`config.mk`:
```
export PLATFORM = sky130hd
export DESIGN_NAME = fft_reorder
export DESIGN_NICKNAME = d
export VERILOG_FILES = /design/src/rtl/fft_pkg.sv /design/src/rtl/fft_pingpong_ram.sv /design/src/rtl/fft_reorder.sv
export SDC_FILE = /design/constraint.sdc
export NUM_CORES = 2
export LEC_CHECK = 0
export CAP_MARGIN = 20
export CORE_MARGIN = 2
export CORE_UTILIZATION = 45
export CTS_CLUSTER_SIZE = 25
export DETAILED_ROUTE_END_ITERATION = 6
export GPL_TIMING_DRIVEN = 0
export HOLD_SLACK_MARGIN = 0.05
export SLEW_MARGIN = 30
export SYNTH_ARGS = -nofsm -noshare
export SYNTH_HDL_FRONTEND = slang
export SYNTH_HIERARCHICAL = 1
export SYNTH_SLANG_ARGS = --single-unit
```
`constraint.sdc`:
```
create_clock -name clk -period 3.9 [get_ports clk]
set_input_delay 0.78 -clock clk [delete_from_list [all_inputs] [get_ports clk]]
set_output_delay 0.78 -clock clk [all_outputs]
set_load 0.02 [all_outputs]
```
`src/rtl/fft_pkg.sv`:
```
// Shared FFT constants and helpers, used by the stage modules and the output reorder buffer.
package fft_pkg;
  localparam int N     = 32;
  localparam int LOG2N = 5;
  localparam int DW    = 17;

  typedef enum logic {
    RD_IDLE = 1'b0,
    RD_READ = 1'b1
  } rd_state_e;

  typedef struct packed {
    logic signed [DW-1:0] re;
    logic signed [DW-1:0] im;
  } cplx_t;

  function automatic logic [LOG2N-1:0] bitrev5(input logic [LOG2N-1:0] a);
    logic [LOG2N-1:0] r;
    for (int i = 0; i < LOG2N; i++) r[i] = a[LOG2N-1-i];
    return r;
  endfunction
endpackage

```
`src/rtl/fft_pingpong_ram.sv`:
```
// Two-bank frame store: synchronous write, asynchronous read (parent registers the read data).
module fft_pingpong_ram
  import fft_pkg::*;
(
  input  logic             clk,
  input  logic             we_i,
  input  logic             wbank_i,
  input  logic [LOG2N-1:0] waddr_i,
  input  cplx_t            wdata_i,
  input  logic             rbank_i,
  input  logic [LOG2N-1:0] raddr_i,
  output cplx_t            rdata_o
);
  cplx_t mem_q [0:1][0:N-1];

  // Contents are don't-care after reset, so the array carries no reset.
  always_ff @(posedge clk) begin
    if (we_i) mem_q[wbank_i][waddr_i] <= wdata_i;
  end

  assign rdata_o = mem_q[rbank_i][raddr_i];
endmodule

```
`src/rtl/fft_reorder.sv`:
```
// Bit-reversed to natural-order reorder buffer for the 32-point FFT output, ping-pong banked.
module fft_reorder
  import fft_pkg::*;
(
  input  logic                 clk,
  input  logic                 rst,
  input  logic                 valid_i,
  input  logic signed [DW-1:0] data_in_r,
  input  logic signed [DW-1:0] data_in_i,
  output logic                 valid_o,
  output logic signed [DW-1:0] data_out_r,
  output logic signed [DW-1:0] data_out_i,
  output logic [LOG2N-1:0]     bin_o,
  output logic                 sop_o,
  output logic                 eop_o
);
  logic             valid_q;
  cplx_t            din_q, din_d;
  logic [LOG2N-1:0] k_q, k_d;
  logic             wb_q, wb_d;
  logic [1:0]       full_q, full_d;
  logic [LOG2N-1:0] ra_q, ra_d;
  logic             rb_q, rb_d;
  rd_state_e        state_q, state_d;

  cplx_t            out_q, out_d;
  logic             vld_o_q, vld_o_d;
  logic [LOG2N-1:0] bin_q, bin_d;
  logic             sop_q, sop_d, eop_q, eop_d;

  cplx_t            rdata;
  logic             wr_done;
  logic             rd_go;

  assign din_d   = '{re: data_in_r, im: data_in_i};
  assign wr_done = valid_q && (k_q == 5'd31);
  // A filled bank is read from IDLE in the same cycle it is seen, saving a cycle of latency.
  assign rd_go   = (state_q == RD_READ) || full_q[rb_q];

  fft_pingpong_ram u_ram (
    .clk     (clk),
    .we_i    (valid_q),
    .wbank_i (wb_q),
    .waddr_i (bitrev5(k_q)),
    .wdata_i (din_q),
    .rbank_i (rb_q),
    .raddr_i (ra_q),
    .rdata_o (rdata)
  );

  always_comb begin
    k_d     = k_q;
    wb_d    = wb_q;
    full_d  = full_q;
    ra_d    = ra_q;
    rb_d    = rb_q;
    state_d = state_q;
    out_d   = out_q;
    bin_d   = bin_q;
    vld_o_d = 1'b0;
    sop_d   = 1'b0;
    eop_d   = 1'b0;

    if (rd_go) begin
      out_d   = rdata;
      bin_d   = ra_q;
      vld_o_d = 1'b1;
      sop_d   = (ra_q == 5'd0);
      eop_d   = (ra_q == 5'd31);
      ra_d    = ra_q + 5'd1;
      state_d = RD_READ;
      if (ra_q == 5'd31) begin
        full_d[rb_q] = 1'b0;
        rb_d         = ~rb_q;
        // Chain straight into the other bank if it is ready or completes this cycle.
        if (full_q[~rb_q] || (wr_done && (wb_q == ~rb_q))) state_d = RD_READ;
        else                                               state_d = RD_IDLE;
      end
    end

    if (valid_q) begin
      k_d = k_q + 5'd1;
      if (wr_done) begin
        full_d[wb_q] = 1'b1;
        wb_d         = ~wb_q;
      end
    end
  end

  always_ff @(posedge clk or posedge rst) begin
    if (rst) begin
      valid_q <= 1'b0;
      din_q   <= '0;
      k_q     <= '0;
      wb_q    <= 1'b0;
      full_q  <= '0;
      ra_q    <= '0;
      rb_q    <= 1'b0;
      state_q <= RD_IDLE;
      out_q   <= '0;
      vld_o_q <= 1'b0;
      bin_q   <= '0;
      sop_q   <= 1'b0;
      eop_q   <= 1'b0;
    end else begin
      valid_q <= valid_i;
      din_q   <= din_d;
      k_q     <= k_d;
      wb_q    <= wb_d;
      full_q  <= full_d;
      ra_q    <= ra_d;
      rb_q    <= rb_d;
      state_q <= state_d;
      out_q   <= out_d;
      vld_o_q <= vld_o_d;
      bin_q   <= bin_d;
      sop_q   <= sop_d;
      eop_q   <= eop_d;
    end
  end

  assign valid_o    = vld_o_q;
  assign data_out_r = out_q.re;
  assign data_out_i = out_q.im;
  assign bin_o      = bin_q;
  assign sop_o      = sop_q;
  assign eop_o      = eop_q;
endmodule
```
==> impl_metrics.json <==
{
  "wl_met1_um": 100000,
  "fin_setup_tns_ns": -0.206,
  "crit_arrival_ns": 4.81,
  "synth_top_family_by_area": "multiplexers",
  "setup_slack_ns": -0.110,
  "dr.max_layer_used": "met5",
  "grt_pass1_vias": 43300,
  "multi_input_area_um2": 17600,
  "muxShareOfSynthArea_pct": 15.1,
  "antenna_found_initial": 13,
  "end_kind": "flip-flop",
  "cts_tree": "yes",
  "num_vias": 43900,
  "grt_setup_unrepaired": "no",
  "clockRootBuffer": "clkbuf_16",
  "hold_viol": 0,
  "slew_headroom_pct": 30.5,
  "leakagePower_nw": 31.8,
  "synthArstFlopShare_pct": 4.06,
  "synth_commonest_cells": "edfxtp_1, mux4_2, o22ai_1, nand2_1, dfrtp_1",
  "num-fill-cells": 14200,
  "synth_seq_cells": 2268,
  "drc": 12,
  "htreeDepth": 4,
  "synth_xor_area_share_pct": 0.0611,
  "cts_sinks": 2268,
  "ir_worst_vdd_v": 0.000412,
  "setup_viol": 4,
  "first_pass_iters": 7,
  "cts.hold.buffers_added": 0,
  "clk_latency_ns": 0.86,
  "drv_slew": 0,
  "hold_path.class": "primary input to async pin",
  "layout.nets": 4301,
  "start_util_pct": 45.2,
  "syn_area_um2": 86000,
  "gp_congestion": 0.870,
  "maxCapViolCount": 0,
  "worst-setup-path-type": "flip-flop to flip-flop",
  "dieArea_um2": 195000,
  "port_buffers": 78,
  "cts_buffers": 219,
  "grt_max_degree": 65,
  "ys_types": 55,
  "ant_nets": 0,
  "cp.required_ns": 4.70,
  "synth_simple_gate_area_share_pct": 1.68,
  "period_share_pct": 103,
  "grt-ovfl-total": 0,
  "dp_hpwl_um": 177000,
  "yosysWarnings": 6,
  "fp.dieH_um": 441,
  "wl_met2_um": 119000,
  "drive_gt1_share_pct": 29.8,
  "core_um2": 190000,
  "clockBufferDepth": 3,
  "cts.clk_slew.worst_paths_ns": 0.06,
  "r2r_cells": 9,
  "totalWireLength_um": 256000,
  "cp_max_fo": 10,
  "p_per_area_nw_per_um2": 669,
  "finClkSkew_ns": 0.0540,
  "synth_compound_area_share_pct": 2.86,
  "max_freq_ghz": 0.249,
  "syn_area_per_cell_um2": 22.7,
  "grt_pass1_wl_um": 352000,
  "netlist.area_leader.share_pct": 76.0,
  "synth_flop_cell": "edfxtp_1",
  "worstReg2RegStart": "ra_q[1]$_DFFE_PP0N_",
  "finalPower_mw": 68.2,
  "postSynthCellCount": 3787,
  "synth_edf_count": 2176,
  "yosys.area.top_type": "edfxtp_1",
  "max_slew.worst_pin.slew_ns": 1.04,
  "regToRegSetupSlack_ns": -0.11,
  "startpoint_type": "flip-flop",
  "io_pins": 79,
  "wl_met3_um": 27800,
  "std_cell_rows": 160,
  "violations": "design-rule violations, negative setup slack",
  "die_x_um": 441,
  "via_per_inst": 6.31,
  "drtIter0Drc": 6698,
  "synth_area_leaders": "edfxtp_1, mux4_2, dfrtp_1",
  "regArea_um2": 67700,
  "synthAdderAreaFrac_pct": 0.0728,
  "synth.most_common_cell": "edfxtp_1",
  "syn_nets": 3829,
  "grtUsageTotal_pct": 26.5,
  "status": "finished with violations",
  "wl_per_cell_um": 36.8,
  "dpl_worst_slack_ns": -0.247,
  "yosysSeqAreaShare_pct": 78.7,
  "r2r_end": "data_out_r[1]$_DFFE_PP0N_",
  "period_minus_slack_ns": 4.01,
  "area_growth_pct": 18.6
}
critical path, cell delays in order, from the launching register on:
cell and delay [ns]:
dfrtp_1 0.46, buf_2 0.27, buf_6 0.29, buf_4 0.41, clkbuf_2 0.61, clkbuf_1 0.54, a21oi_1 0.19, o22ai_1 0.71
o21a_1 0.30, mux2_4 0.16
flip-flops by register name, summed over array words and instances (netlist names):
name	flops
u_ram/mem_q	2176
din_q	34
data_out_i	17
data_out_r	17
bin_o	5
k_q	5
ra_q	5
full_q	2
eop_o	1
rb_q	1
sop_o	1
state_q	1
valid_o	1
valid_q	1
wb_q	1
worst max-delay path by stage:
stage                   startpoint  slack [ns]  depth (start not counted)                         end
2_1_floorplan                  rst        0.73                          1        bin_o[0]$_DFFE_PP0N_
3_3_place_gp                   rst       -1.84                          2         din_q[15]$_DFF_PP0_
6_report       ra_q[1]$_DFFE_PP0N_       -0.11                          9   data_out_r[1]$_DFFE_PP0N_
3_5_place_dp   ra_q[3]$_DFFE_PP0N_       -0.25                          7   data_out_r[3]$_DFFE_PP0N_
4_1_cts        ra_q[0]$_DFFE_PP0N_       0.009                          9  data_out_i[16]$_DFFE_PP0N_
5_1_grt        ra_q[0]$_DFFE_PP0N_       0.007                          9  data_out_i[16]$_DFFE_PP0N_
area by class of cell:
type | count | area share [%]
inverters | 5 | 0.0258
well taps | 2511 | 3.08
plain buffers | 211 | 1.28
clock inverters | 120 | 1.09
multi-input cells | 1302 | 17.2
flip-flops and latches | 2268 | 66.5
clock buffers | 288 | 5.77
repair buffers | 252 | 5.03
diodes | 3 | 0.00736
routing by layer:
layer	vias up	global-route usage, %
met3	384	6.69
met4	6	9.15
met1	23800	37.1
li1	17100	-
met5	-	0
met2	2616	40.8
placed cells by master (no fill, tap or decap), types with 72 or more instances in the layout:
cell | netlist | final
edfxtp_1 | 2176 | 2176
mux4_2 | 510 | 510
clkbuf_16 | 0 | 221
buf_16 | 0 | 130
o22ai_1 | 130 | 129
clkbuf_1 | 60 | 101
nand2_1 | 97 | 96
clkdlybuf4s50_1 | 0 | 78
mux2i_1 | 72 | 72
kinds of logic (layout without fill, tap and decap cells):
family,Yosys count,after routing
other cells,0,3
buf+inv,217,876
simple gates,302,302
mux,641,641
compound gates,348,348
fa+ha+maj,5,5
flops,2268,2268
xor+xnor,6,6
report_power, final:
part / leakage (nW) / switching [mW] / total [mW] / internal [mW]
logic: 7.80 / 12.0 / 18.9 / 6.89
clock network: 3.42 / 9.08 / 20.7 / 11.6
registers: 20.6 / 0.723 / 28.6 / 27.9
metrics by stage:
step                      hold WS (ns)  instance area (um2)  std cells  util (%)
final                            0.340               102000       6960      53.7
after global routing             0.310               102000       6958      53.7
after CTS                        0.295               102000       6957      53.6
after detailed placement         0.485                94900       6550      50.0
after global placement           0.477                89900       6376      47.3
after floorplan                  0.467                86000       3787         -
timing repair:
action / in CTS / in global routing
setup buffers: 0 / 0
gates resized for setup: 9 / 12
endpoints found under the setup margin: 19 / 7
pin swaps: 0 / 0
(Power assumes the default switching activity.)
